File: config.mk
export PLATFORM = sky130hd
export DESIGN_NAME = flash_loader
export DESIGN_NICKNAME = d
export VERILOG_FILES = /design/src/rtl/flash_loader.sv
export SDC_FILE = /design/constraint.sdc
export NUM_CORES = 1
export LEC_CHECK = 0
export ABC_CLOCK_PERIOD_IN_PS = 2750
export BUFFER_PORTS_ARGS = -buffer_cell sky130_fd_sc_hd__buf_2
export CAP_MARGIN = 20
export CORE_MARGIN = 2
export CORE_UTILIZATION = 50
export CTS_CLUSTER_DIAMETER = 80
export DETAILED_ROUTE_END_ITERATION = 7
export PLACE_DENSITY = 0.7
export SLEW_MARGIN = 25
export SYNTH_ARGS = -nofsm -noshare
export SYNTH_HDL_FRONTEND = slang
export SYNTH_SLANG_ARGS = --single-unit
File: constraint.sdc
create_clock -name clk -period 2.75 [get_ports clk]
set_input_delay 0.1375 -clock clk [delete_from_list [all_inputs] [get_ports clk]]
set_output_delay 0.1375 -clock clk [all_outputs]
set_load 0.05 [all_outputs]
File: src/rtl/flash_loader.sv
`default_nettype none
// ============================================================================
// Module   : flash_loader
// Purpose  : UART (8N1) boot loader. Receives a framed image
//            (SYNC, LEN_HI, LEN_LO, payload, CHK), strobes each payload byte
//            toward the core's flash port and holds the core until the
//            image checksum has been verified.
// Revision : 1.0 - initial release
// ============================================================================
module flash_loader #(
    parameter int       CLKS_PER_BIT = 868,
    parameter int       MAX_BYTES    = 4096,
    parameter int       TIMEOUT_CLKS = 1000000,
    parameter bit [7:0] SYNC_BYTE    = 8'hA5
) (
    input  logic        clk,
    input  logic        reset,
    input  logic        rxd,
    output logic        flashEn,
    output logic [7:0]  flashInstruction,
    output logic        cpuHold,
    output logic        loadDone,
    output logic        loadError,
    output logic [15:0] byteCount
);

    localparam int CNT_W = $clog2(CLKS_PER_BIT);
    localparam int TMR_W = $clog2(TIMEOUT_CLKS + 1);
    localparam logic [CNT_W-1:0] c_bit_last  = CNT_W'(CLKS_PER_BIT - 1);
    localparam logic [CNT_W-1:0] c_half_last = CNT_W'(CLKS_PER_BIT / 2 - 1);
    localparam logic [TMR_W-1:0] c_tmr_last  = TMR_W'(TIMEOUT_CLKS - 1);
    localparam logic [15:0]      c_max_bytes = 16'(MAX_BYTES);

    typedef enum logic [1:0] {RX_IDLE, RX_START, RX_DATA, RX_STOP} rx_state_t;
    typedef enum logic [2:0] {
        S_IDLE, S_LEN_HI, S_LEN_LO, S_PAYLOAD, S_CHECK, S_DONE, S_ERROR
    } state_t;

    // ---------------- UART receiver ----------------
    logic            rxd_meta_q, rxd_sync_q, rxd_prev_q;
    rx_state_t       rx_state_q, rx_state_d;
    logic [CNT_W-1:0] rx_cnt_q, rx_cnt_d;
    logic [2:0]      rx_bit_q, rx_bit_d;
    logic [7:0]      rx_shift_q, rx_shift_d;
    logic [7:0]      rx_byte_q, rx_byte_d;
    logic            rx_valid_q, rx_valid_d;
    logic            rx_ferr_q, rx_ferr_d;
    logic            w_start_edge;

    // Falling edge of the synchronized line while the receiver is idle.
    assign w_start_edge = (rx_state_q == RX_IDLE) && rxd_prev_q && !rxd_sync_q;

    // Two-flop synchronizer plus edge history; line idles high.
    always_ff @(posedge clk or negedge reset) begin
        if (!reset) begin
            rxd_meta_q <= 1'b1;
            rxd_sync_q <= 1'b1;
            rxd_prev_q <= 1'b1;
        end else begin
            rxd_meta_q <= rxd;
            rxd_sync_q <= rxd_meta_q;
            rxd_prev_q <= rxd_sync_q;
        end
    end

    // Receiver bit-timing state machine: mid-bit sampling, LSB first.
    always_comb begin
        rx_state_d = rx_state_q;
        rx_cnt_d   = rx_cnt_q;
        rx_bit_d   = rx_bit_q;
        rx_shift_d = rx_shift_q;
        rx_byte_d  = rx_byte_q;
        rx_valid_d = 1'b0;
        rx_ferr_d  = 1'b0;
        case (rx_state_q)
            RX_IDLE: begin
                if (w_start_edge) begin
                    rx_state_d = RX_START;
                    rx_cnt_d   = '0;
                end
            end
            RX_START: begin
                if (rx_cnt_q == c_half_last) begin
                    rx_cnt_d   = '0;
                    rx_bit_d   = '0;
                    // A start bit that is high again at mid-bit was a glitch.
                    rx_state_d = rxd_sync_q ? RX_IDLE : RX_DATA;
                end else begin
                    rx_cnt_d = rx_cnt_q + 1'b1;
                end
            end
            RX_DATA: begin
                if (rx_cnt_q == c_bit_last) begin
                    rx_cnt_d   = '0;
                    rx_shift_d = {rxd_sync_q, rx_shift_q[7:1]};
                    if (rx_bit_q == 3'd7) rx_state_d = RX_STOP;
                    else                  rx_bit_d   = rx_bit_q + 1'b1;
                end else begin
                    rx_cnt_d = rx_cnt_q + 1'b1;
                end
            end
            RX_STOP: begin
                if (rx_cnt_q == c_bit_last) begin
                    rx_state_d = RX_IDLE;
                    if (rxd_sync_q) begin
                        rx_valid_d = 1'b1;
                        rx_byte_d  = rx_shift_q;
                    end else begin
                        rx_ferr_d  = 1'b1;
                    end
                end else begin
                    rx_cnt_d = rx_cnt_q + 1'b1;
                end
            end
            default: rx_state_d = RX_IDLE;
        endcase
    end

    // Receiver registers.
    always_ff @(posedge clk or negedge reset) begin
        if (!reset) begin
            rx_state_q <= RX_IDLE;
            rx_cnt_q   <= '0;
            rx_bit_q   <= '0;
            rx_shift_q <= '0;
            rx_byte_q  <= '0;
            rx_valid_q <= 1'b0;
            rx_ferr_q  <= 1'b0;
        end else begin
            rx_state_q <= rx_state_d;
            rx_cnt_q   <= rx_cnt_d;
            rx_bit_q   <= rx_bit_d;
            rx_shift_q <= rx_shift_d;
            rx_byte_q  <= rx_byte_d;
            rx_valid_q <= rx_valid_d;
            rx_ferr_q  <= rx_ferr_d;
        end
    end

    // ---------------- Frame state machine ----------------
    state_t           state_q, state_d;
    logic [15:0]      len_q, len_d;
    logic [7:0]       sum_q, sum_d;
    logic [TMR_W-1:0] timer_q, timer_d;
    logic             flash_en_q, flash_en_d;
    logic [7:0]       flash_instr_q, flash_instr_d;
    logic             cpu_hold_q, cpu_hold_d;
    logic             load_done_q, load_done_d;
    logic             load_error_q, load_error_d;
    logic [15:0]      byte_count_q, byte_count_d;
    logic             w_in_frame, w_timeout;

    assign w_in_frame = (state_q == S_LEN_HI) || (state_q == S_LEN_LO) ||
                        (state_q == S_PAYLOAD) || (state_q == S_CHECK);
    // A byte arriving in the same cycle as expiry wins over the timeout.
    assign w_timeout  = w_in_frame && !rx_valid_q && !w_start_edge &&
                        (timer_q == c_tmr_last);

    // Next-state, status and strobe generation for the frame parser.
    always_comb begin
        state_d       = state_q;
        len_d         = len_q;
        sum_d         = sum_q;
        flash_en_d    = 1'b0;
        flash_instr_d = flash_instr_q;
        cpu_hold_d    = cpu_hold_q;
        load_done_d   = load_done_q;
        load_error_d  = load_error_q;
        byte_count_d  = byte_count_q;
        timer_d       = '0;
        if (w_in_frame && !rx_valid_q && !w_start_edge)
            timer_d = timer_q + 1'b1;
        case (state_q)
            S_IDLE: begin
                if (rx_valid_q && rx_byte_q == SYNC_BYTE) begin
                    cpu_hold_d   = 1'b1;
                    load_done_d  = 1'b0;
                    load_error_d = 1'b0;
                    byte_count_d = '0;
                    sum_d        = '0;
                    state_d      = S_LEN_HI;
                end
            end
            S_LEN_HI: begin
                if (rx_valid_q) begin
                    len_d   = {rx_byte_q, len_q[7:0]};
                    state_d = S_LEN_LO;
                end
            end
            S_LEN_LO: begin
                if (rx_valid_q) begin
                    len_d = {len_q[15:8], rx_byte_q};
                    if (len_d > c_max_bytes) state_d = S_ERROR;
                    else if (len_d == 16'd0) state_d = S_CHECK;
                    else                     state_d = S_PAYLOAD;
                end
            end
            S_PAYLOAD: begin
                if (rx_valid_q) begin
                    flash_en_d    = 1'b1;
                    flash_instr_d = rx_byte_q;
                    sum_d         = sum_q + rx_byte_q;
                    if (byte_count_q < c_max_bytes)
                        byte_count_d = byte_count_q + 16'd1;
                    if (byte_count_q + 16'd1 >= len_q)
                        state_d = S_CHECK;
                end
            end
            S_CHECK: begin
                if (rx_valid_q)
                    state_d = (rx_byte_q == sum_q) ? S_DONE : S_ERROR;
            end
            S_DONE: begin
                load_done_d = 1'b1;
                cpu_hold_d  = 1'b0;
                state_d     = S_IDLE;
            end
            S_ERROR: begin
                load_error_d = 1'b1;
                cpu_hold_d   = 1'b1;
                state_d      = S_IDLE;
            end
            default: state_d = S_IDLE;
        endcase
        // Line errors and stalls abort the frame; a strobe already
        // scheduled above for this cycle is still issued.
        if (w_in_frame && (rx_ferr_q || w_timeout))
            state_d = S_ERROR;
    end

    // Frame parser registers.
    always_ff @(posedge clk or negedge reset) begin
        if (!reset) begin
            state_q       <= S_IDLE;
            len_q         <= '0;
            sum_q         <= '0;
            timer_q       <= '0;
            flash_en_q    <= 1'b0;
            flash_instr_q <= '0;
            cpu_hold_q    <= 1'b0;
            load_done_q   <= 1'b0;
            load_error_q  <= 1'b0;
            byte_count_q  <= '0;
        end else begin
            state_q       <= state_d;
            len_q         <= len_d;
            sum_q         <= sum_d;
            timer_q       <= timer_d;
            flash_en_q    <= flash_en_d;
            flash_instr_q <= flash_instr_d;
            cpu_hold_q    <= cpu_hold_d;
            load_done_q   <= load_done_d;
            load_error_q  <= load_error_d;
            byte_count_q  <= byte_count_d;
        end
    end

    assign flashEn          = flash_en_q;
    assign flashInstruction = flash_instr_q;
    assign cpuHold          = cpu_hold_q;
    assign loadDone         = load_done_q;
    assign loadError        = load_error_q;
    assign byteCount        = byte_count_q;

endmodule
`default_nettype wire

Word-level counts from Yosys, hierarchy flattened:

Cells that the tools add are included.

* register bits: 111
* logic and storage cells: 149
* output and inout bits: 28
* bits of input ports: 3

* equality and inequality tests: 31
* bitwise logic cells: 2
* reductions and logical operators: 36
* mux-type cells: 51
* order comparisons: 3
* add/subtract/negate cells: 5

Operators by type and width (count)
* 16-bit 2-to-1 mux: 4
* 16-bit case mux with 2 select lines: 2
* 10-bit 2-to-1 mux: 4
* 10-bit case mux with 4 select lines: 1
* 3-bit 2-to-1 mux: 12
* 8-bit 2-to-1 mux: 3
* 20-bit by 1-bit adder with 20-bit output (second input constant): 1
* 20-bit == test (second input constant): 1
* 20-bit 2-to-1 mux: 1
* 2-bit inequality test (second input constant): 9
* 16-bit by 1-bit adder with 16-bit output (second input constant): 1
* 16-bit >= comparator: 1
* 16-bit by 13-bit > comparator with 1-bit output (second input constant): 1
* 16-bit logical NOT: 1
* 16-bit by 13-bit < comparator with 1-bit output (second input constant): 1
* 8-bit case mux with 2 select lines: 1
* 3-bit case mux with 5 select lines: 1
* 2-bit 2-to-1 mux: 7
* 3-bit == test (second input constant): 4
* 3-bit by 2-bit inequality test with 1-bit output (second input constant): 4
* 2-bit AND reduction: 6
* 3-bit AND reduction: 4
* 10-bit by 1-bit adder with 10-bit output (second input constant): 1
* 10-bit == test (second input constant): 1
* 28 further kinds: 56

Logic depth before layout (Yosys ltp):

* depth in word-level cells: 11
* depth in mapped cells: 12
* mapped depth without buffers: 12

Worst setup path after synthesis:

Ideal clock, no wire load.

* kind: register to register
* from: register byte_count_q[0] (netlist: byteCount[0])
* to: register state_q[0]
* arrival time: 3.019 ns
* data required time: 2.672 ns
* buffers on the path: 0
* setup time: 0.078 ns
* slack: -0.347 ns
* clock period less this slack: 3.097 ns
* stages on the path, launching flop included: 13
* cell sequence: dfrtp_1 ha_1 nand2_1 nor2_1 nand3_1 xnor2_1 ha_1 o21ai_0 a21oi_1 o32ai_2 a31oi_4 or4b_1 a21boi_1

* cells in the longest elaborated chain, start to end: 4

Ends and longest elaborated chain
* start, declared: line 150 `logic [15:0] byte_count_q, byte_count_d;`
* start signal, assigned: line 254 `byte_count_q <= byte_count_d;`
* 16-bit by 1-bit adder with 16-bit output: line 205 `if (byte_count_q + 16'd1 >= len_q)`
* 16-bit >= comparator: line 205
* 3-bit by 1-bit inequality test with 1-bit output (no source line)
* 6-bit AND reduction (no source line)
* end signal, assigned: line 245 `state_q <= state_d;`
* end, declared: line 141 `state_t state_q, state_d;`

Every way passes these cells.
A chain may end at the register's enable or synchronous reset.

Worst setup path in the final report:

* from: register byte_count_q[5] (netlist: byteCount[5])
* to: register state_q[0]

Same word-level chain as after synthesis.

==> metrics.md <==
| Metric | Value |
|---|---|
| Sequential share of the synthesized area | `between 40% and 50%` |
| Filler cells | `988` |
| DRT Wirelength | `12200 µm` |
| Worst hold path class | `primary input to asynchronous set/reset pin` |
| Slew @ Worst Pin | `~0.58 ns` |
| Post-synth EDFFs | `0` |
| Max clock buf depth | `2` |
| LEAKAGE | `between 0.003 and 0.004 µW` |
| Final Hold Fails | `0` |
| Max Slew Vio Count | `0` |
| CTS tree | `built` |
| Initial Util | `51.1%` |
| Final nets | `688` |
| Global route overflow | `0` |
| FF+latch count, synth | `between 100 and 150` |
| Post-layout util | `between 50% and 60%` |
| # DRC | `0` |
| Die span in x | `112 µm` |
| First DRT Iteration DRCs | `~260` |
| Core ar. | `around 0.011 mm²` |
| Antenna cells | `0` |
| Via count | `roughly 4500` |
| Worst Path Required | `a little over 3 ns` |
| TritonRoute pass-1 iters | `4` |
| Asr flop ratio synth | `100%` |
| Largest net degree at the start of global routing | `47` |
| P per Cell Area | `slightly above 500 mW/mm²` |
| Routed Antenna Nets | `0` |
| Distinct cells, synth | `between 60 and 70` |
| Syn_area_per_cell | `9.51 µm²` |
| Crit Path Class | `register to register` |
| H-tree depth | `3` |
| Final period utilization | `about 100%` |
| Run status | `completed` |
| First-pass GRT wire length | `20600 µm` |
| Port bufs | `30` |
| P&R area growth vs syn | `13.4%` |
| Synth warn | `0` |
| Clock Latency Late Sink | `0.36 ns` |
| Number of global-route vias before repair | `approximately 4300` |
| Syn Nets | `~650` |
| WP data arrival | `approximately 3 ns` |
| Die area | `approximately 0.013 mm²` |
| WL/cell | `approximately 15 µm` |
| TritonCTS buffer count | `9` |
| Ratio of cells with drive above 1 in the final layout | `about 17%` |
| Initial antenna violation count | `0` |
| Clock skew | `roughly 0.013 ns` |
| VDD IR-drop max | `approximately 0.42 mV` |
| Mapped cell area | `0.00583 mm²` |
| Crit. End Element | `register` |
| Ys flop type | `dfrtp_1` |
| Total Routing Usage GR | `slightly above 20%` |
| Peak Freq | `between 0.3 and 0.4 GHz` |
| Gpl congestion | `between 0.8 and 0.9` |
| Rel. slew slack | `around three fifths` |
| Avg Vias per Cell | `between 5 and 6` |
| Reg-to-Reg Start | `byteCount[5]$_DFFE_PN0P_` |
| Fin Setup TNS | `0 ns` |
| Worst setup startpoint | `byteCount[5]$_DFFE_PN0P_` |
| Rows | `39` |
| CP startpoint kind | `register` |
| CTS root buf | `clkbuf_16` |
| Final Setup Violations | `0` |
| Placed wire-length estimate | `8610 µm` |
| MaxCap Viol Count | `0` |
| Final min period | `2.73 ns` |
| CTS sink cnt | `between 100 and 150` |
| Mapped Cells | `roughly 610` |
| Critical-path maximum fanout | `5` |
| CTS clk-pin slew, worst paths | `0.07 ns` |
| Ports | `31` |
| DIE HEIGHT | `approximately 110 µm` |
| Unrepaired setup endpoints after global routing | `yes` |
==> flip-flops by register name, summed over array words and instances, names as in the netlist, 3 cells and up, named ones only <==
| signal | count |
|---|---|
| rx_shift_q | 8 |
| timer_q | 20 |
| rx_cnt_q | 10 |
| rx_byte_q | 8 |
| sum_q | 8 |
| rx_bit_q | 3 |
| flashInstruction | 8 |
| state_q | 3 |
| byteCount | 16 |
| len_q | 16 |
==> layout make-up <==
| class | count | area [µm²] | area share, % |
|---|---|---|---|
| clock buffers | 13 | 240 | 3.63 |
| clock inverters | 3 | 23.8 | 0.359 |
| inverters | 26 | 97.6 | 1.48 |
| multi-input cells | 454 | 2940 | 44.4 |
| flip-flops and latches | 111 | 2800 | 42.3 |
| well taps | 143 | 179 | 2.71 |
| repair buffers | 53 | 343 | 5.18 |
==> worst paths after layout <==
check / to / slack (ns) / cells after the start
min: byteCount[1]$_DFFE_PN0P_ / 0.34 / 2
max: state_q[0]$_DFFE_PN0P_ / 0.02 / 11
min in group clk: rxd_sync_q$_DFF_PN1_ / 0.36 / 0
max in group asynchronous: byteCount[10]$_DFFE_PN0P_ / 1.70 / 3
max reg2reg: state_q[0]$_DFFE_PN0P_ / 0.02 / 11
min reg2reg: rxd_sync_q$_DFF_PN1_ / 0.36 / 0
==> repair_timing <==
action / 4_1_cts / 5_1_grt
setup endpoints to repair: 1 / 2
hold endpoints to repair: 44 / 0
gates resized for setup: 1 / 10
cloned: 0 / 0
setup buffers: 0 / 8
hold buffers: 2 / 0
pin swaps: 0 / 5
==> stage by stage <==
| step | cell area [µm²] | worst slack (ns) | power, µW | hold WS, ns | cells |
|---|---|---|---|---|---|
| after floorplan | 5880 | -0.0278 | 2070 | -0.158 | 613 |
| after global routing | 6610 | -0.114 | 3510 | 0.368 | 803 |
| after detailed placement | 6220 | 0.00452 | 2180 | 0.180 | 777 |
| after CTS | 6510 | 0.0109 | 3390 | 0.347 | 795 |
| final | 6610 | 0.0246 | 3350 | 0.336 | 803 |
| after global placement | 6220 | 0.110 | 2150 | 0.175 | 777 |
==> power breakdown <==
part	switching, µW	total, µW	leakage [µW]	internal, µW
registers	102	1790	0.00151	1690
logic	204	360	0.00146	156
clock network	575	1190	0.000120	618
total	881	3350	0.00309	2470
==> kinds of logic (layout without fill, tap and decap cells) <==
group / after synthesis / in the layout / synth area share [%]
simple gates: 259 / 259 / 21.0
flops: 111 / 111 / 47.7
compound gates: 105 / 105 / 12.0
buf+inv: 48 / 95 / 3.20
xor+xnor: 45 / 45 / 6.76
fa+ha+maj: 30 / 30 / 6.57
mux: 15 / 15 / 2.77
==> cell usage after synthesis (6+ instances only) <==
cell type / number / share of area [%]
nand3_1: 24 / 2.1
mux2i_1: 6 / 1.0
dfrtp_1: 108 / 46
o21ai_1: 7 / 0.60
inv_1: 23 / 1.5
ha_1: 29 / 6.2
mux2_2: 9 / 1.7
clkbuf_1: 17 / 1.1
nand2_1: 119 / 7.7
a21oi_1: 15 / 1.3
a31oi_1: 6 / 0.64
o22ai_1: 7 / 0.75
nor2_1: 48 / 3.1
o21ai_0: 36 / 3.1
xor2_1: 24 / 3.6
nor3_1: 8 / 0.69
xnor2_1: 21 / 3.2
nand4_1: 11 / 1.2
==> cells in the final DEF, fill, tap and decap left out, types with 3 or more instances in the layout <==
master,synthesis,layout
a21o_1,3,3
nand2b_1,4,4
a22o_1,3,3
a31oi_1,6,6
buf_4,0,21
nor4_1,5,5
nor3_1,8,8
dfrtp_2,0,11
a21oi_1,15,15
o31ai_1,3,3
o21ai_0,36,35
dfstp_2,3,3
nand2_1,119,118
nand4_1,11,11
and4_1,5,3
and2_1,5,5
mux2_2,9,9
ha_1,29,28
xnor2_1,21,21
inv_1,23,23
nand3_1,24,22
nor2b_1,5,4
clkbuf_16,0,9
mux2i_1,6,6
and3_1,5,5
dfrtp_1,108,97
xor2_1,24,24
or3_1,3,3
o21ai_1,7,8
buf_2,5,29
o22ai_1,7,7
clkbuf_1,17,4
nor2_1,48,46
==> layer usage <==
metal | part of all wire (%) | vias to the layer above | global-route usage, %
met4 | 2.2 | 0 | 7.97
met1 | 44 | 2156 | 26.1
met5 | 0 | - | 0
li1 | - | 2205 | -
met2 | 50 | 101 | 33.9
met3 | 4.0 | 21 | 4.52
==> critical path, stage by stage, from the launching register on <==
cell	delay, ns
dfrtp_2	0.38
and4_4	0.29
nand3_4	0.10
nor2_4	0.15
nand2_1	0.09
xnor2_1	0.14
ha_1	0.32
and4_4	0.22
o311ai_2	0.13
a31oi_4	0.24
or4b_1	0.46
a21boi_1	0.13
(Power assumes the default switching activity.)
